--- src/rtl/imem_loader.sv ---
// Boot-time instruction memory writer: assembles little-endian words from a byte
// stream, writes them from address 0 upward and holds the core in reset until done.
//
// state | meaning
// IDLE  | waiting for a legal start; core reset reflects last completed load
// LOAD  | accepting bytes into the assembly register
// WRITE | one-cycle write strobe for the assembled word
// DONE  | one-cycle completion pulse; core reset released on exit
module imem_loader #(
  parameter int DEPTH = 256,
  parameter int CNT_W = 9
) (
  input  logic             clk_i,
  input  logic             rst_ni,
  input  logic             start_i,
  input  logic [CNT_W-1:0] len_i,
  input  logic             byte_valid_i,
  input  logic [7:0]       byte_data_i,
  output logic             byte_ready_o,
  output logic             we_o,
  output logic [31:0]      waddr_o,
  output logic [31:0]      wdata_o,
  output logic             busy_o,
  output logic             done_o,
  output logic             err_o,
  output logic             cpu_rst_no
);

  localparam int IDX_W = $clog2(DEPTH);

  typedef enum logic [1:0] {IDLE, LOAD, WRITE, DONE} state_t;

  state_t           state_q, state_d;
  logic [1:0]       bcnt_q, bcnt_d;
  logic [IDX_W-1:0] idx_q, idx_d;
  logic [CNT_W-1:0] len_q, len_d;
  logic [31:0]      asm_q, asm_d;
  logic             ready_d, we_d, busy_d, done_d, err_d, cpu_rst_d;
  logic [31:0]      waddr_d, wdata_d;
  logic             xfer, len_ok, last_word;

  assign xfer      = byte_valid_i && byte_ready_o;
  assign len_ok    = (len_i != '0) && (len_i <= CNT_W'(DEPTH));
  assign last_word = (CNT_W'(idx_q) == (len_q - CNT_W'(1)));

  always_comb begin
    state_d   = state_q;
    bcnt_d    = bcnt_q;
    idx_d     = idx_q;
    len_d     = len_q;
    asm_d     = asm_q;
    we_d      = 1'b0;
    err_d     = 1'b0;
    waddr_d   = waddr_o;
    wdata_d   = wdata_o;
    cpu_rst_d = cpu_rst_no;
    case (state_q)
      IDLE: begin
        if (start_i) begin
          if (len_ok) begin
            len_d     = len_i;
            bcnt_d    = 2'd0;
            idx_d     = '0;
            asm_d     = '0;
            cpu_rst_d = 1'b0;
            state_d   = LOAD;
          end else begin
            err_d = 1'b1;
          end
        end
      end
      LOAD: begin
        if (xfer) begin
          asm_d[{bcnt_q, 3'b000} +: 8] = byte_data_i;
          bcnt_d = bcnt_q + 2'd1;
          if (bcnt_q == 2'd3) begin
            // Write strobe is registered, so address/data are captured on this edge.
            state_d = WRITE;
            we_d    = 1'b1;
            waddr_d = 32'({idx_q, 2'b00});
            wdata_d = {byte_data_i, asm_q[23:0]};
          end
        end
      end
      WRITE: begin
        if (last_word) begin
          state_d = DONE;
        end else begin
          idx_d   = idx_q + IDX_W'(1);
          state_d = LOAD;
        end
      end
      DONE: begin
        state_d   = IDLE;
        cpu_rst_d = 1'b1;
      end
      default: state_d = IDLE;
    endcase
    ready_d = (state_d == LOAD);
    busy_d  = (state_d != IDLE);
    done_d  = (state_d == DONE);
  end

  always_ff @(posedge clk_i or negedge rst_ni) begin
    if (!rst_ni) begin
      state_q      <= IDLE;
      bcnt_q       <= 2'd0;
      idx_q        <= '0;
      len_q        <= '0;
      asm_q        <= '0;
      byte_ready_o <= 1'b0;
      we_o         <= 1'b0;
      waddr_o      <= '0;
      wdata_o      <= '0;
      busy_o       <= 1'b0;
      done_o       <= 1'b0;
      err_o        <= 1'b0;
      cpu_rst_no   <= 1'b0;
    end else begin
      state_q      <= state_d;
      bcnt_q       <= bcnt_d;
      idx_q        <= idx_d;
      len_q        <= len_d;
      asm_q        <= asm_d;
      byte_ready_o <= ready_d;
      we_o         <= we_d;
      waddr_o      <= waddr_d;
      wdata_o      <= wdata_d;
      busy_o       <= busy_d;
      done_o       <= done_d;
      err_o        <= err_d;
      cpu_rst_no   <= cpu_rst_d;
    end
  end

endmodule

--- config.mk ---
export PLATFORM = sky130hd
export DESIGN_NAME = imem_loader
export DESIGN_NICKNAME = d
export VERILOG_FILES = /design/src/rtl/imem_loader.sv
export SDC_FILE = /design/constraint.sdc
export NUM_CORES = 1
export LEC_CHECK = 0
export CAP_MARGIN = 15
export CORE_ASPECT_RATIO = 0.75
export CORE_UTILIZATION = 45
export DETAILED_ROUTE_END_ITERATION = 16
export PLACE_DENSITY = 0.7
export REMOVE_ABC_BUFFERS = 1
export SLEW_MARGIN = 5
export SYNTH_ARGS = -nofsm -noshare
export SYNTH_HDL_FRONTEND = slang
export SYNTH_SLANG_ARGS = --single-unit
--- constraint.sdc ---
create_clock -name clk_i -period 3 [get_ports clk_i]
set_input_delay 0.3 -clock clk_i [delete_from_list [all_inputs] [get_ports clk_i]]
set_output_delay 0.3 -clock clk_i [all_outputs]
set_load 0.1 [all_outputs]
# Word level (Yosys, flattened, before mapping)
# Cells that the tools add are included.
[op_classes]
addsub = 4
magnitude_cmp = 1
eq_ne = 11
shifts = 2
n_mux = 28
reduce_logical = 13
[ops]
columns = ["operator", "n"]
rows = [
  ["two-way mux 32 bit", 3],
  ["one-hot mux 32 bit (2 select lines)", 1],
  ["bitwise mux 32 bit", 1],
  ["variable shift 8 x 7 -> 32 bit (first input constant)", 1],
  ["indexed part select 8 x 7 -> 32 bit", 1],
  ["two-way mux 8 bit", 3],
  ["two-way mux 2 bit", 8],
  ["one-hot mux 8 bit (2 select lines)", 1],
  ["== test 8 x 9 -> 1 bit", 1],
  ["less-or-equal comparator 9 bit (second input constant)", 1],
  ["AND reduction 3 bit", 3],
  ["nonzero test 9 bit", 1],
  ["subtractor 9 x 1 -> 9 bit (second input constant)", 1],
  ["adder 8 x 1 -> 8 bit (second input constant)", 1],
  ["== test 2 bit (second input constant)", 4],
  ["two-way mux 1 bit", 8],
  ["!= test 2 bit (second input constant)", 4],
  ["one-hot mux 2 bit (4 select lines)", 1],
  ["AND reduction 4 bit", 2],
  ["nonzero test 2 bit", 4],
  ["negator 5 -> 7 bit", 1],
  ["== test 2 x 1 -> 1 bit (second input constant)", 2],
  ["one-hot mux 2 bit (2 select lines)", 1],
  ["adder 2 x 1 -> 2 bit (second input constant)", 1],
  ["3 further kinds", 4],
]
[totals]
register_bits = 99
word_cells = 72

# Depth between registers and ports, before layout
# Gate-level depths: netlist of run 1.
[depth]
depth_word = 6
ltp_mapped = 10

# Least setup slack after synthesis of run 1
# Ideal clock, no wire load.
[synth_path]
path_kind = "register to register"
startpoint = "register byte_ready_o"
endpoint = "register waddr_o[2]"
arrival_ps = 2112
required_ps = 2875
setup_slack_ps = 762
path_stages_with_launch = 5
period_less_slack_ps = 2238
cell_sequence = "dfrtp_1 nand3_1 nor2_1 clkbuf_1 mux2_2"
[synth_via]
elab_chain_len = 2
[synth_rtl]
columns = ["element", "line_no", "text"]
rows = [
  ["from (decl)", "19", "output logic byte_ready_o,"],
  ["from (signal assigned)", "125", "byte_ready_o <= ready_d;"],
  ["logical AND 1 bit", "42", "assign xfer = byte_valid_i && byte_ready_o;"],
  ["AND reduction 3 bit (no source line)", "-", ""],
  ["to (signal assigned)", "127", "waddr_o <= waddr_d;"],
  ["to (decl)", "21", "output logic [31:0] waddr_o,"],
]
# Every way passes these cells.
# A chain may end at the register's enable or synchronous reset.

# Worst setup path in the final report of run 1
[layout_path]
startpoint = "register len_q[0]"
endpoint = "register idx_q[5]"
[layout_via]
elab_chain_len = 4
[layout_rtl]
columns = ["element", "line_no", "text"]
rows = [
  ["from (decl)", "36", "logic [CNT_W-1:0] len_q, len_d;"],
  ["from (signal assigned)", "123", "len_q <= len_d;"],
  ["subtractor 9 x 1 -> 9 bit", "44", "assign last_word = (CNT_W'(idx_q) == (len_q - CNT_W'(1)));"],
  ["== test 8 x 9 -> 1 bit", "44", ""],
  ["!= test 2 bit (no source line)", "-", ""],
  ["AND reduction 4 bit (no source line)", "-", ""],
  ["to (signal assigned)", "122", "idx_q <= idx_d;"],
  ["to (decl)", "35", "logic [IDX_W-1:0] idx_q, idx_d;"],
]
# Every way passes these cells.

==> flow_summary.json, run 1 <==
{
  "maxSlewViolCount": 0,
  "io_buffers": 66,
  "slew_headroom_pct": 34.4,
  "synth-xor-area-share_pct": 1.80,
  "crit_type": "reg2reg",
  "crit_path_start": "len_q[0]$_DFFE_PN0P_",
  "detail-route-antenna-nets": 0,
  "synth.lib_cells_used.distinct": 46,
  "numCtsBuffers": 9,
  "required_ns": 3.25,
  "grt_max_degree": 43,
  "gp_congestion": 0.815,
  "syn_avg_cell_area_um2": 11.6,
  "synth_seq_cells": 91,
  "cp-end-kind": "flop",
  "grt_pass1_wl_um": 14600,
  "vias": 2836,
  "slowest_stage": "dfrtp_1",
  "wl_per_cell_um": 15.1,
  "dieArea_um2": 10100,
  "clk_pin_slew_worst_paths_ns": 0.07,
  "ys_warn_count": 0,
  "drc_errors": 0,
  "reg2reg_to": "idx_q[5]$_DFFE_PN0P_",
  "rr_worst_depth": 8,
  "overflow": 0,
  "synth_edf_count": 0,
  "crit_arrival_ns": 2.70,
  "area_delta_synth_final_pct": 22.4,
  "die_width_um": 116,
  "hold_class": "in2async",
  "async_flop_share_pct": 100,
  "crit_cells": 8,
  "most-common-layout-cells": "dfrtp_1, mux2_2, buf_4, nand2_1, mux2i_1",
  "setup_viol": 0,
  "grt_setup_unrepaired": "false",
  "synth_compound_area_share_pct": 5.28,
  "post_drt_via_cell_ratio": 4.88,
  "firstDrtPassIters": 4,
  "first_iter_violations": 119,
  "clock-root-buffer": "clkbuf_16",
  "min_period_ns": 2.45,
  "regToRegSetupSlack_ns": 0.55,
  "cts_resized": 0,
  "r2r_start": "len_q[0]$_DFFE_PN0P_",
  "ioPinCount": 91,
  "crit_path_end": "idx_q[5]$_DFFE_PN0P_",
  "synthAdderAreaFrac_pct": 1.71,
  "path_delay_family": "compound AO/OA/AOI/OAI gates",
  "layout-drive-gt1-share_pct": 27.2,
  "antenna_found_initial": 0,
  "fmax_ghz": 0.408,
  "synth-simple-area-share_pct": 10.9,
  "synth_top_family_by_area": "multiplexers",
  "insertion_delay_ns": 0.33,
  "maxCapViolCount": 0,
  "cts_tree": "done",
  "cp_num_buf_inv": 1,
  "syn-instance-count": 378,
  "clock_tree.buffer_depth": 2,
  "hpwl_um": 6230,
  "worst_slack_ns": 0.549,
  "ys_seq_area_share_pct": 51.9,
  "antenna_cells": 0,
  "cts_setup_buffers": 0,
  "start_util_pct": 47.5,
  "hold_viol": 0,
  "track_usage_pct": 19.3,
  "finalCritPeriodShare_pct": 81.7,
  "grt_pass1_vias": 2876,
  "crit_chain": "inv_1, ha_1, nand2b_1, nor3b_1, o311ai_1, a31oi_4, a211oi_2, mux2i_1",
  "fillCellCount": 826,
  "wirelength_um": 8790,
  "start_kind": "flop",
  "layout_commonest_cell": "dfrtp_1",
  "finalNetCount": 475,
  "dp_slack_ns": 0.606,
  "rows": 30,
  "synth_mux_area_share_pct": 20.1,
  "clock_skew_ns": 0.00669,
  "critPathMaxStageDelay_ns": 0.50,
  "cts.sinks": 91,
  "htree_levels": 3,
  "hold_buffers": 1,
  "status": "finished clean",
  "core-area_um2": 9230,
  "cp_max_fo": 9,
  "synth_top_flop_cell": "dfrtp_1",
  "worst_pin_slew_ns": 0.981,
  "netlist_area_um2": 4380,
  "dieHeight_um": 87.5
}
## final cells by class
type / instances / area [um2] / share of cell area, %
inverters: 31 / 116 / 2.17
well taps: 128 / 160 / 2.98
clock buffers: 10 / 239 / 4.45
multi-input cells: 241 / 1840 / 34.3
repair buffers: 74 / 638 / 11.9
clock inverters: 6 / 95.1 / 1.77
flip-flops and latches: 91 / 2280 / 42.4
## kinds of logic after synthesis
| kind of cell | Yosys count |
|---|---|
| compound gates | 29 |
| flops | 91 |
| buf+inv | 69 |
| mux | 82 |
| fa+ha+maj | 6 |
| simple gates | 91 |
| xor+xnor | 9 |
| other cells | 1 |
## through the flow
step	setup TNS (ns)	utilization [%]	instance area [um2]	std cells	hold slack, ns
2_1_floorplan	-18.66	-	4230	363	0.00441
3_3_place_gp	0	54.4	5020	564	0.310
3_5_place_dp	0	54.4	5020	564	0.315
4_1_cts	0	58.1	5370	581	0.496
5_1_grt	0	58.1	5370	581	0.521
6_report	0	58.1	5370	581	0.490
## worst min path at each step
stage               cells past startpoint  slack, ns                 endpoint                    start
floorplan                               0      0.004     asm_q[0]$_DFFE_PN0P_                   rst_ni
CTS                                     2       0.50     len_q[5]$_DFFE_PN0P_                   rst_ni
global route                            1       0.52  wdata_o[30]$_DFFE_PN0P_  wdata_o[30]$_DFFE_PN0P_
global placement                        1       0.31     len_q[3]$_DFFE_PN0P_                   rst_ni
finish                                  2       0.49     len_q[3]$_DFFE_PN0P_                   rst_ni
detailed placement                      1       0.32     len_q[5]$_DFFE_PN0P_                   rst_ni
## registers in the layout, summed over array words and instances, names as in the netlist, 2 cells and up
name and cells:
len_q 9, state_q 2, waddr_o 8, wdata_o 32, idx_q 8, bcnt_q 2, asm_q 24
## routing by layer
metal	up-vias	share of wire, %	wire [um]	GRT usage [%]
li1	1371	-	-	-
met1	1392	49	4340	27.1
met2	71	46	4010	30.4
met3	2	4.6	400	4.80
met4	0	0.46	40	4.20
met5	-	0	0	0
## Yosys cell counts (2+ instances only)
master    count  share of area (%)
a211oi_1      2               0.34
a21boi_0      2               0.34
a21oi_1       6               0.68
a21oi_2       4               0.80
and4_1        3               0.60
buf_1         3               0.26
buf_2         4               0.46
buf_4        25                4.3
clkbuf_1      5               0.43
dfrtp_1      91                 52
ha_1          6                1.7
inv_1        31                2.7
mux2_2       49                 13
mux2i_1      33                7.5
nand2_1      44                3.8
nand2b_1      6               0.86
nand3_1       5               0.57
nand3b_1      2               0.34
nand4_1       4               0.57
nor2_1       10               0.86
nor2b_1       3               0.43
nor3_1        2               0.23
nor3b_1       2               0.34
nor4_1        3               0.43
o21a_1        2               0.34
o21ai_0       3               0.34
o22ai_1       2               0.29
xnor2_1       3               0.60
xor2_1        6                1.2
## worst reg2reg max path, cell delays in order (launching register included)
cell and delay (ns):
dfrtp_1 0.50, inv_1 0.08, ha_1 0.32, nand2b_1 0.20
nor3b_1 0.15, o311ai_1 0.49, a31oi_4 0.13, a211oi_2 0.27
mux2i_1 0.23
Power of run 1 is left out: the tool's default activity adds up to more than one toggle a clock period on the data nets, which glitch-free logic cannot reach.
==> run 2, diff against run 1 <==
PLACE_DENSITY = 0.72   (was 0.7)
clock period = 2 ns   (was 3 ns; I/O delays follow)
==> run 2 against run 1 <==
  * The run now ends with setup timing left
  * First-iteration DRC count is 33% higher
  * Register-to-register slack lost 0.67 ns
  * Critical path depth shrank 1
  * Utilization increased by 3.9 points
  * Wire length is 5.7% higher
  * Clock skew hardly changed
  * Die area unchanged
  * Design area rose by 6.7%
  * Fmax grew 16%
  * Global-route usage up 0.26 points
  * Cell count grew 4.3%
==> flow_summary.json, run 2 (same netlist as run 1, synthesis figures left out) <==
{
  "min_period_ns": 2.12,
  "finalNetCount": 500,
  "cp_max_fo": 6,
  "most-common-layout-cells": "dfrtp_1, buf_4, mux2_2, nand2_1, mux2i_1",
  "finalNonFillerCells": 606,
  "worst_pin_slew_ns": 0.508,
  "grt_setup_unrepaired": "true",
  "cts_tree": "done",
  "status": "finished with violations",
  "detail-route-antenna-nets": 0,
  "worst_slack_ns": -0.122,
  "overflow": 0,
  "critPathMaxStageDelay_ns": 0.43,
  "maxSlewViolCount": 0,
  "maxCapViolCount": 0,
  "violations": "setup timing",
  "layout-drive-gt1-share_pct": 35.4,
  "fmax_ghz": 0.471,
  "dieHeight_um": 87.5,
  "regToRegSetupSlack_ns": -0.12,
  "reg2reg_to": "idx_q[5]$_DFFE_PN0P_",
  "setup_viol": 6,
  "hold_class": "in2async",
  "crit_chain": "nor4_4, a211oi_2, a31oi_2, a31oi_4, buf_12, a211oi_4, mux2i_1",
  "htree_levels": 3,
  "clock_skew_ns": 0.00646,
  "track_usage_pct": 19.6,
  "io_buffers": 66,
  "grt_max_degree": 55,
  "crit_arrival_ns": 2.37,
  "required_ns": 2.25,
  "firstDrtPassIters": 4,
  "clock-root-buffer": "clkbuf_16",
  "cp-end-kind": "flop",
  "top_register": "wdata_o",
  "antenna_cells": 0,
  "insertion_delay_ns": 0.33,
  "post_drt_via_cell_ratio": 4.98,
  "r2r_start": "len_q[5]$_DFFE_PN0P_",
  "finalCritPeriodShare_pct": 106,
  "largest_register_ffs": 32,
  "slowest_stage": "nor4_4",
  "rows": 30,
  "drc_errors": 0,
  "cts.sinks": 91,
  "layout_commonest_cell": "dfrtp_1",
  "grt_pass1_wl_um": 15000,
  "crit_type": "reg2reg",
  "start_util_pct": 47.5,
  "clk_pin_slew_worst_paths_ns": 0.06,
  "antenna_found_initial": 0,
  "ioPinCount": 91,
  "gp_congestion": 0.820,
  "vias": 3020,
  "wirelength_um": 9300,
  "first_iter_violations": 158,
  "numPlacedInstances": 586,
  "whs_ns": 0.376,
  "core-area_um2": 9230,
  "hpwl_um": 6340,
  "start_kind": "flop",
  "die_width_um": 116,
  "hold_viol": 0,
  "grt_pass1_vias": 2866,
  "dieArea_um2": 10100,
  "slew_headroom_pct": 66.1,
  "wl_per_cell_um": 15.3,
  "reg_top3": "wdata_o (32), asm_q (24), len_q (9)",
  "numCtsBuffers": 9,
  "clock_tree.buffer_depth": 2,
  "rr_worst_depth": 7,
  "area_delta_synth_final_pct": 30.7
}
-- run 2: cell count changes in the layout (fill, tap and decap cells not counted), moves of 2 or more --
cell and delta:
buf_4 +24, clkdlybuf4s50_1 -8, buf_12 +5, buf_6 +4, a211oi_1 -2, clkinv_4 -2, inv_1 -2, inv_2 +2
nor4_1 -2
-- run 2: what timing repair did --
item                       in CTS  in global routing
pin swaps                       0                  8
hold endpoints to repair       37                  0
hold buffers                    1                  0
setup buffers                   0                  4
resized for setup               6                 17
setup endpoints to repair      10                 20
-- run 2: critical path, delay by kind of cell (launching register included) --
kind            cells  cell delay, ns
compound gates      4            0.81
flops               1            0.41
mux                 1            0.23
buf+inv             1            0.16
simple gates        1            0.43
-- run 2: worst max-delay path by stage --
| stage | startpoint | end | slack (ns) |
|---|---|---|---|
| floorplan | byte_ready_o$_DFF_PN0_ | waddr_o[2]$_DFFE_PN0P_ | -1.46 |
| global placement | len_i[5] | len_q[4]$_DFFE_PN0P_ | -0.25 |
| detailed placement | len_i[4] | len_q[2]$_DFFE_PN0P_ | -0.30 |
| CTS | len_q[3]$_DFFE_PN0P_ | idx_q[5]$_DFFE_PN0P_ | -0.09 |
| global route | len_q[5]$_DFFE_PN0P_ | idx_q[5]$_DFFE_PN0P_ | -0.22 |
| finish | len_q[5]$_DFFE_PN0P_ | idx_q[5]$_DFFE_PN0P_ | -0.12 |
-- run 2: layout make-up --
cell class                      instances  area [um2]
Timing Repair Buffer                   99         883
Fill cell                             772        3500
Inverter                               31         116
Sequential cell                        91        2280
Multi-Input combinational cell        241        1940
Clock inverter                          6         111
Clock buffer                           10         239
Tap cell                              128         160
-- run 2: layer usage --
metal / track usage, % / routed length (um) / vias to the layer above
met1: 28.8 / 4590 / 1496
li1: - / - / 1426
met2: 29.2 / 4200 / 86
met3: 3.76 / 384 / 12
met5: 0 / 0 / -
met4: 6.06 / 117 / 0
-- run 2: stage by stage --
| stage | setup TNS, ns | worst slack [ns] | utilization [%] | area, um2 |
|---|---|---|---|---|
| after floorplan | -63.41 | -1.46 | - | 4230 |
| after global routing | -1.13 | -0.224 | 62.0 | 5730 |
| after detailed placement | -9.05 | -0.301 | 56.7 | 5230 |
| after global placement | -7.13 | -0.246 | 56.7 | 5230 |
| final | -0.219 | -0.122 | 62.0 | 5730 |
| after CTS | -0.140 | -0.0901 | 60.9 | 5620 |
Power of run 2 is left out for the same reason.
